`src/rtl/alu_issue_unit.sv`:
```
// rtl/alu_issue_unit.sv - in-order ALU instruction FIFO with RAW scoreboard issue check
// Optional hazard-stall counter built when ISSUE_PERF_CNT_EN is defined.
module alu_issue_unit #(
    parameter int DEPTH  = 4,
    parameter int WB_LAT = 3
) (
    input  logic        clk,
    input  logic        rst_n,
    input  logic        in_valid,
    output logic        in_ready,
    input  logic [23:0] in_instr,
    output logic        iss_valid,
    output logic [3:0]  iss_func,
    output logic [3:0]  iss_rd,
    output logic [3:0]  iss_rs1,
    output logic [3:0]  iss_rs2,
    output logic [7:0]  iss_addr,
    output logic        illegal,
    output logic        busy
`ifdef ISSUE_PERF_CNT_EN
    ,
    output logic [15:0] stall_cnt
`endif
);

    localparam int AW = $clog2(DEPTH);
    localparam logic [AW:0] DEPTH_C = (AW+1)'(DEPTH);

    logic [23:0]       mem [DEPTH];
    logic [AW-1:0]     wr_ptr;
    logic [AW-1:0]     rd_ptr;
    logic [AW:0]       count;
    logic [WB_LAT-1:0] sb_valid;
    logic [3:0]        sb_rd [WB_LAT];

    logic [23:0] head;
    logic [3:0]  h_func;
    logic [3:0]  h_rd;
    logic [3:0]  h_rs1;
    logic [3:0]  h_rs2;
    logic [7:0]  h_addr;
    logic        head_present;
    logic        head_illegal;
    logic        use_rs1;
    logic        use_rs2;
    logic        hazard;
    logic        do_issue;
    logic        do_drop;
    logic        push;
    logic        pop;

    assign head         = mem[rd_ptr];
    assign h_func       = head[23:20];
    assign h_rd         = head[19:16];
    assign h_rs1        = head[15:12];
    assign h_rs2        = head[11:8];
    assign h_addr       = head[7:0];
    assign head_present = (count != '0);
    assign head_illegal = (h_func >= 4'd12);

    // Source usage decode; illegal opcodes read nothing.
    always_comb begin
        use_rs1 = 1'b0;
        use_rs2 = 1'b0;
        case (h_func)
            4'd3, 4'd8, 4'd10, 4'd11:                use_rs1 = 1'b1;
            4'd4, 4'd9:                              use_rs2 = 1'b1;
            4'd0, 4'd1, 4'd2, 4'd5, 4'd6, 4'd7: begin
                use_rs1 = 1'b1;
                use_rs2 = 1'b1;
            end
            default: ;
        endcase
    end

    // Any in-flight write-back to a register the head reads blocks issue.
    always_comb begin
        hazard = 1'b0;
        for (int i = 0; i < WB_LAT; i++) begin
            if (sb_valid[i] && ((use_rs1 && (sb_rd[i] == h_rs1)) ||
                                (use_rs2 && (sb_rd[i] == h_rs2))))
                hazard = 1'b1;
        end
    end

    assign do_issue = head_present && !head_illegal && !hazard;
    assign do_drop  = head_present && head_illegal;
    assign pop      = do_issue || do_drop;
    assign in_ready = rst_n && (count < DEPTH_C);
    assign push     = in_valid && in_ready;
    assign busy     = head_present || (|sb_valid);

    always_ff @(posedge clk) begin
        if (push)
            mem[wr_ptr] <= in_instr;
    end

    always_ff @(posedge clk) begin
        if (!rst_n) begin
            wr_ptr    <= '0;
            rd_ptr    <= '0;
            count     <= '0;
            sb_valid  <= '0;
            for (int i = 0; i < WB_LAT; i++)
                sb_rd[i] <= '0;
            iss_valid <= 1'b0;
            iss_func  <= '0;
            iss_rd    <= '0;
            iss_rs1   <= '0;
            iss_rs2   <= '0;
            iss_addr  <= '0;
            illegal   <= 1'b0;
        end else begin
            if (push)
                wr_ptr <= wr_ptr + 1'b1;
            if (pop)
                rd_ptr <= rd_ptr + 1'b1;
            case ({push, pop})
                2'b10:   count <= count + 1'b1;
                2'b01:   count <= count - 1'b1;
                default: ;
            endcase

            for (int i = WB_LAT - 1; i > 0; i--) begin
                sb_valid[i] <= sb_valid[i-1];
                sb_rd[i]    <= sb_rd[i-1];
            end
            sb_valid[0] <= do_issue;
            sb_rd[0]    <= h_rd;

            iss_valid <= do_issue;
            illegal   <= do_drop;
            if (do_issue) begin
                iss_func <= h_func;
                iss_rd   <= h_rd;
                iss_rs1  <= h_rs1;
                iss_rs2  <= h_rs2;
                iss_addr <= h_addr;
            end
        end
    end

`ifdef ISSUE_PERF_CNT_EN
    always_ff @(posedge clk) begin
        if (!rst_n)
            stall_cnt <= '0;
        else if (head_present && !head_illegal && hazard && (stall_cnt != 16'hFFFF))
            stall_cnt <= stall_cnt + 1'b1;
    end
`endif

endmodule

```
`config.mk`:
```
export PLATFORM = sky130hd
export DESIGN_NAME = alu_issue_unit
export DESIGN_NICKNAME = d
export VERILOG_FILES = /design/src/rtl/alu_issue_unit.sv
export SDC_FILE = /design/constraint.sdc
export NUM_CORES = 1
export LEC_CHECK = 0
export ABC_AREA = 1
export CAP_MARGIN = 25
export CORE_ASPECT_RATIO = 1.5
export CORE_UTILIZATION = 50
export CTS_BUF_LIST = sky130_fd_sc_hd__clkbuf_16
export CTS_CLUSTER_DIAMETER = 80
export CTS_CLUSTER_SIZE = 10
export DETAILED_ROUTE_END_ITERATION = 7
export GPL_TIMING_DRIVEN = 0
export PLACE_DENSITY = 0.78
export SETUP_SLACK_MARGIN = 0.5
export SLEW_MARGIN = 15
export SYNTH_ARGS = -nofsm -noshare
export SYNTH_HDL_FRONTEND = slang
export SYNTH_SLANG_ARGS = --single-unit
export TNS_END_PERCENT = 10
```
`constraint.sdc`:
```
create_clock -name clk -period 7.3 [get_ports clk]
set_clock_uncertainty 0.1 [all_clocks]
set_input_delay 1.46 -clock clk [delete_from_list [all_inputs] [get_ports clk]]
set_output_delay 1.46 -clock clk [all_outputs]
set_load 0.1 [all_outputs]
```
==> results.yml <==
critical_path:
  cp_data_arrival_time_ns: 3.65
  cp_common_cell: "clkdlybuf4s50_1"
  cp.required_ns: 5.74
  critPathBufInv: 3
  worst-setup-path-type: "input pin to output port"
  critPathMaxFanout: 9
  crit_path_start_kind: "input pin"
  crit_path_end_kind: "output port"
  path_cells: "clkdlybuf4s50_1 -> clkinv_1 -> nor2_1 -> clkdlybuf4s50_1"
  crit_family: "buffers and inverters"
  max_stage_delay_ns: 1.16
  crit_slowest_cell: "clkdlybuf4s50_1"
synthesis:
  seq_area_frac_synth: 0.646
  netlist_instances: 590
  synth_nets: 623
  synth_area_per_cell_sq_um: 10.1
  ys_ff_latch: 145
  synth_top_area_frac: 0.482
  synth.cell_area_sq_mm: 0.00598
  yosys-top-cells-area: "edfxtp_1, dfxtp_1, nand2_1"
  synth_cell_type_count: 24
  ys.warnings.count: 0
  synth_top_area_cell: "edfxtp_1"
timing:
  min_period_ns: 5.21
  holdWs_ns: 0.352
  grt_setup_unrepaired: "no"
  finalWorstSetupSlack_ns: 2.09
  slew_headroom: 0.327
  max_freq_mhz: 192
  finalHoldViolCount: 0
  setup_viol: 0
  worst_pin_slew_ns: 1.01
  slew_viol_final: 0
  tns_ns: 0
  fin_crit_sh: 0.713
place:
  port_buffers: 54
  place_hpwl_mm: 9.20
  pre_cts_ws_ns: 2.12
  place_area_sq_mm: 0.00674
  place_inst: 794
  place.gp.congestion: 0.876
clocking:
  clock_path_buffers: 2
  cts_hold_buf: 0
  clk_latency_ns: 0.42
  cts-buffers-inserted: 17
  cts_max_level: 4
  clkSlewWorstSetupHoldPaths_ns: 0.06
  cts.sinks: 145
  cts_setup_buffers: 0
  clockRootBuffer: "clkbuf_16"
  post_cts_resized: 0
  tritoncts: "yes"
layout:
  antennaDiodeCount: 0
  fillers: 907
  final_cell_area_sq_mm: 0.00732
  mostFrequentLayoutCells: "nand2_1, edfxtp_1, clkdlybuf4s50_1"
  drive_above_1_share: 0.104
  final_nets: 696
  final_cells: 826
  mostFrequentLayoutCell: "nand2_1"
  area_delta_synth_final_pct: 22.4
  utilization: 0.632
global_route:
  grt.overflow.total: 0
  grt_pass1_wl_mm: 22.2
  antenna_found_initial: 0
  grt_util_all_layers: 0.237
  grt_start_max_net_pins: 25
  grt_pass1_vias: 4590
power:
  leakage_nw: 2.95
  vdd_ir_drop_max_mv: 0.264
  powerDensity_mw_per_mm2: 467
  total_power_mw: 3.42
run_status:
  outcome: "complete, no violations"
floorplanning:
  num_rows: 48
  die_area_sq_mm: 0.0124
  start_util: 0.516
  ioPinCount: 55
  core-area_sq_mm: 0.0116
  die_y_um: 136
  dieWidth_um: 91.3
routing:
  drt_first_pass_iters: 5
  ant_nets: 0
  vias: 4455
  drtIter0Drc: 317
  vias_per_cell: 5.39
  drc: 0
  post_drt_wl_per_cell_um: 16.5
  wl_mm: 13.7
run:
  drv_cap: 0
hold_path:
  hold_path.class: "flip-flop to flip-flop"
-- routing by layer --
metal | wire length [um] | track usage
met1 | 5400 | 0.273
met4 | 358 | 0.127
met5 | 0 | 0
met3 | 737 | 0.0391
met2 | 7170 | 0.420
-- cells by family (layout without fill, tap and decap cells) --
kind of cell,after synthesis,count (layout),synth area share
adder cells (fa/ha/maj),6,6,0.0138
AND/OR/NAND/NOR,289,289,0.209
XOR/XNOR,2,2,0.00293
AO/OA/AOI/OAI,75,75,0.0728
flip-flops,145,145,0.646
buffers and inverters,73,159,0.0554
-- where the power goes --
part	internal, mW	switching (mW)
clock	0.506	0.345
sequential	0.987	0.0715
combinational	0.426	1.08
total	1.92	1.50
-- path summary, 6_finish.rpt --
| path | cells after the start | endpoint | slack, ns | from |
|---|---|---|---|---|
| max reg2reg | 22 | count[2] | 4.00 | flip-flop |
| min | 2 | sb_valid[2] | 0.35 | sb_valid[1] |
| min reg2reg | 2 | sb_valid[2] | 0.35 | sb_valid[1] |
| max | 4 | in_ready | 2.09 | rst_n |
-- tightest hold or removal path: stages (launching register included) --
cell,delay (ns)
dfxtp_1,0.32
nand2_1,0.06
inv_1,0.03
-- synth_stat cells --
master    count
nand2_2       5
nand3_1      51
ha_1          5
inv_2         3
edfxtp_1     96
inv_1        45
nor2_1       34
o21ai_0      18
a21oi_1      33
a32o_1       12
dfxtp_1      49
buf_1         3
nor2_4        1
clkinv_1      1
buf_2         4
nor3_1        2
nand3_2      13
nand2_1     183
clkbuf_1      7
buf_6         4
fa_1          1
o21ai_1      12
xor2_1        2
buf_4         6
-- flip-flops by register name, indices dropped and copies added (netlist names), named ones only --
| signal | cells |
|---|---|
| wr_ptr | 2 |
| sb_valid | 3 |
| iss_func | 4 |
| sb_rd | 12 |
| iss_rd | 4 |
| mem | 96 |
| iss_addr | 8 |
| count | 3 |
| iss_rs1 | 4 |
| illegal | 1 |
| rd_ptr | 2 |
| iss_rs2 | 4 |
-- layout make-up --
type / count / area (sq um) / share of cell area
Tap cell: 150 / 188 / 0.0256
Timing Repair Buffer: 54 / 541 / 0.0738
Inverter: 49 / 184 / 0.0251
Buffer: 24 / 148 / 0.0202
Clock inverter: 15 / 158 / 0.0215
Sequential cell: 145 / 3860 / 0.528
Clock buffer: 17 / 425 / 0.0581
Multi-Input combinational cell: 372 / 1820 / 0.248
Note: power is estimated with default switching activity, not from simulation.
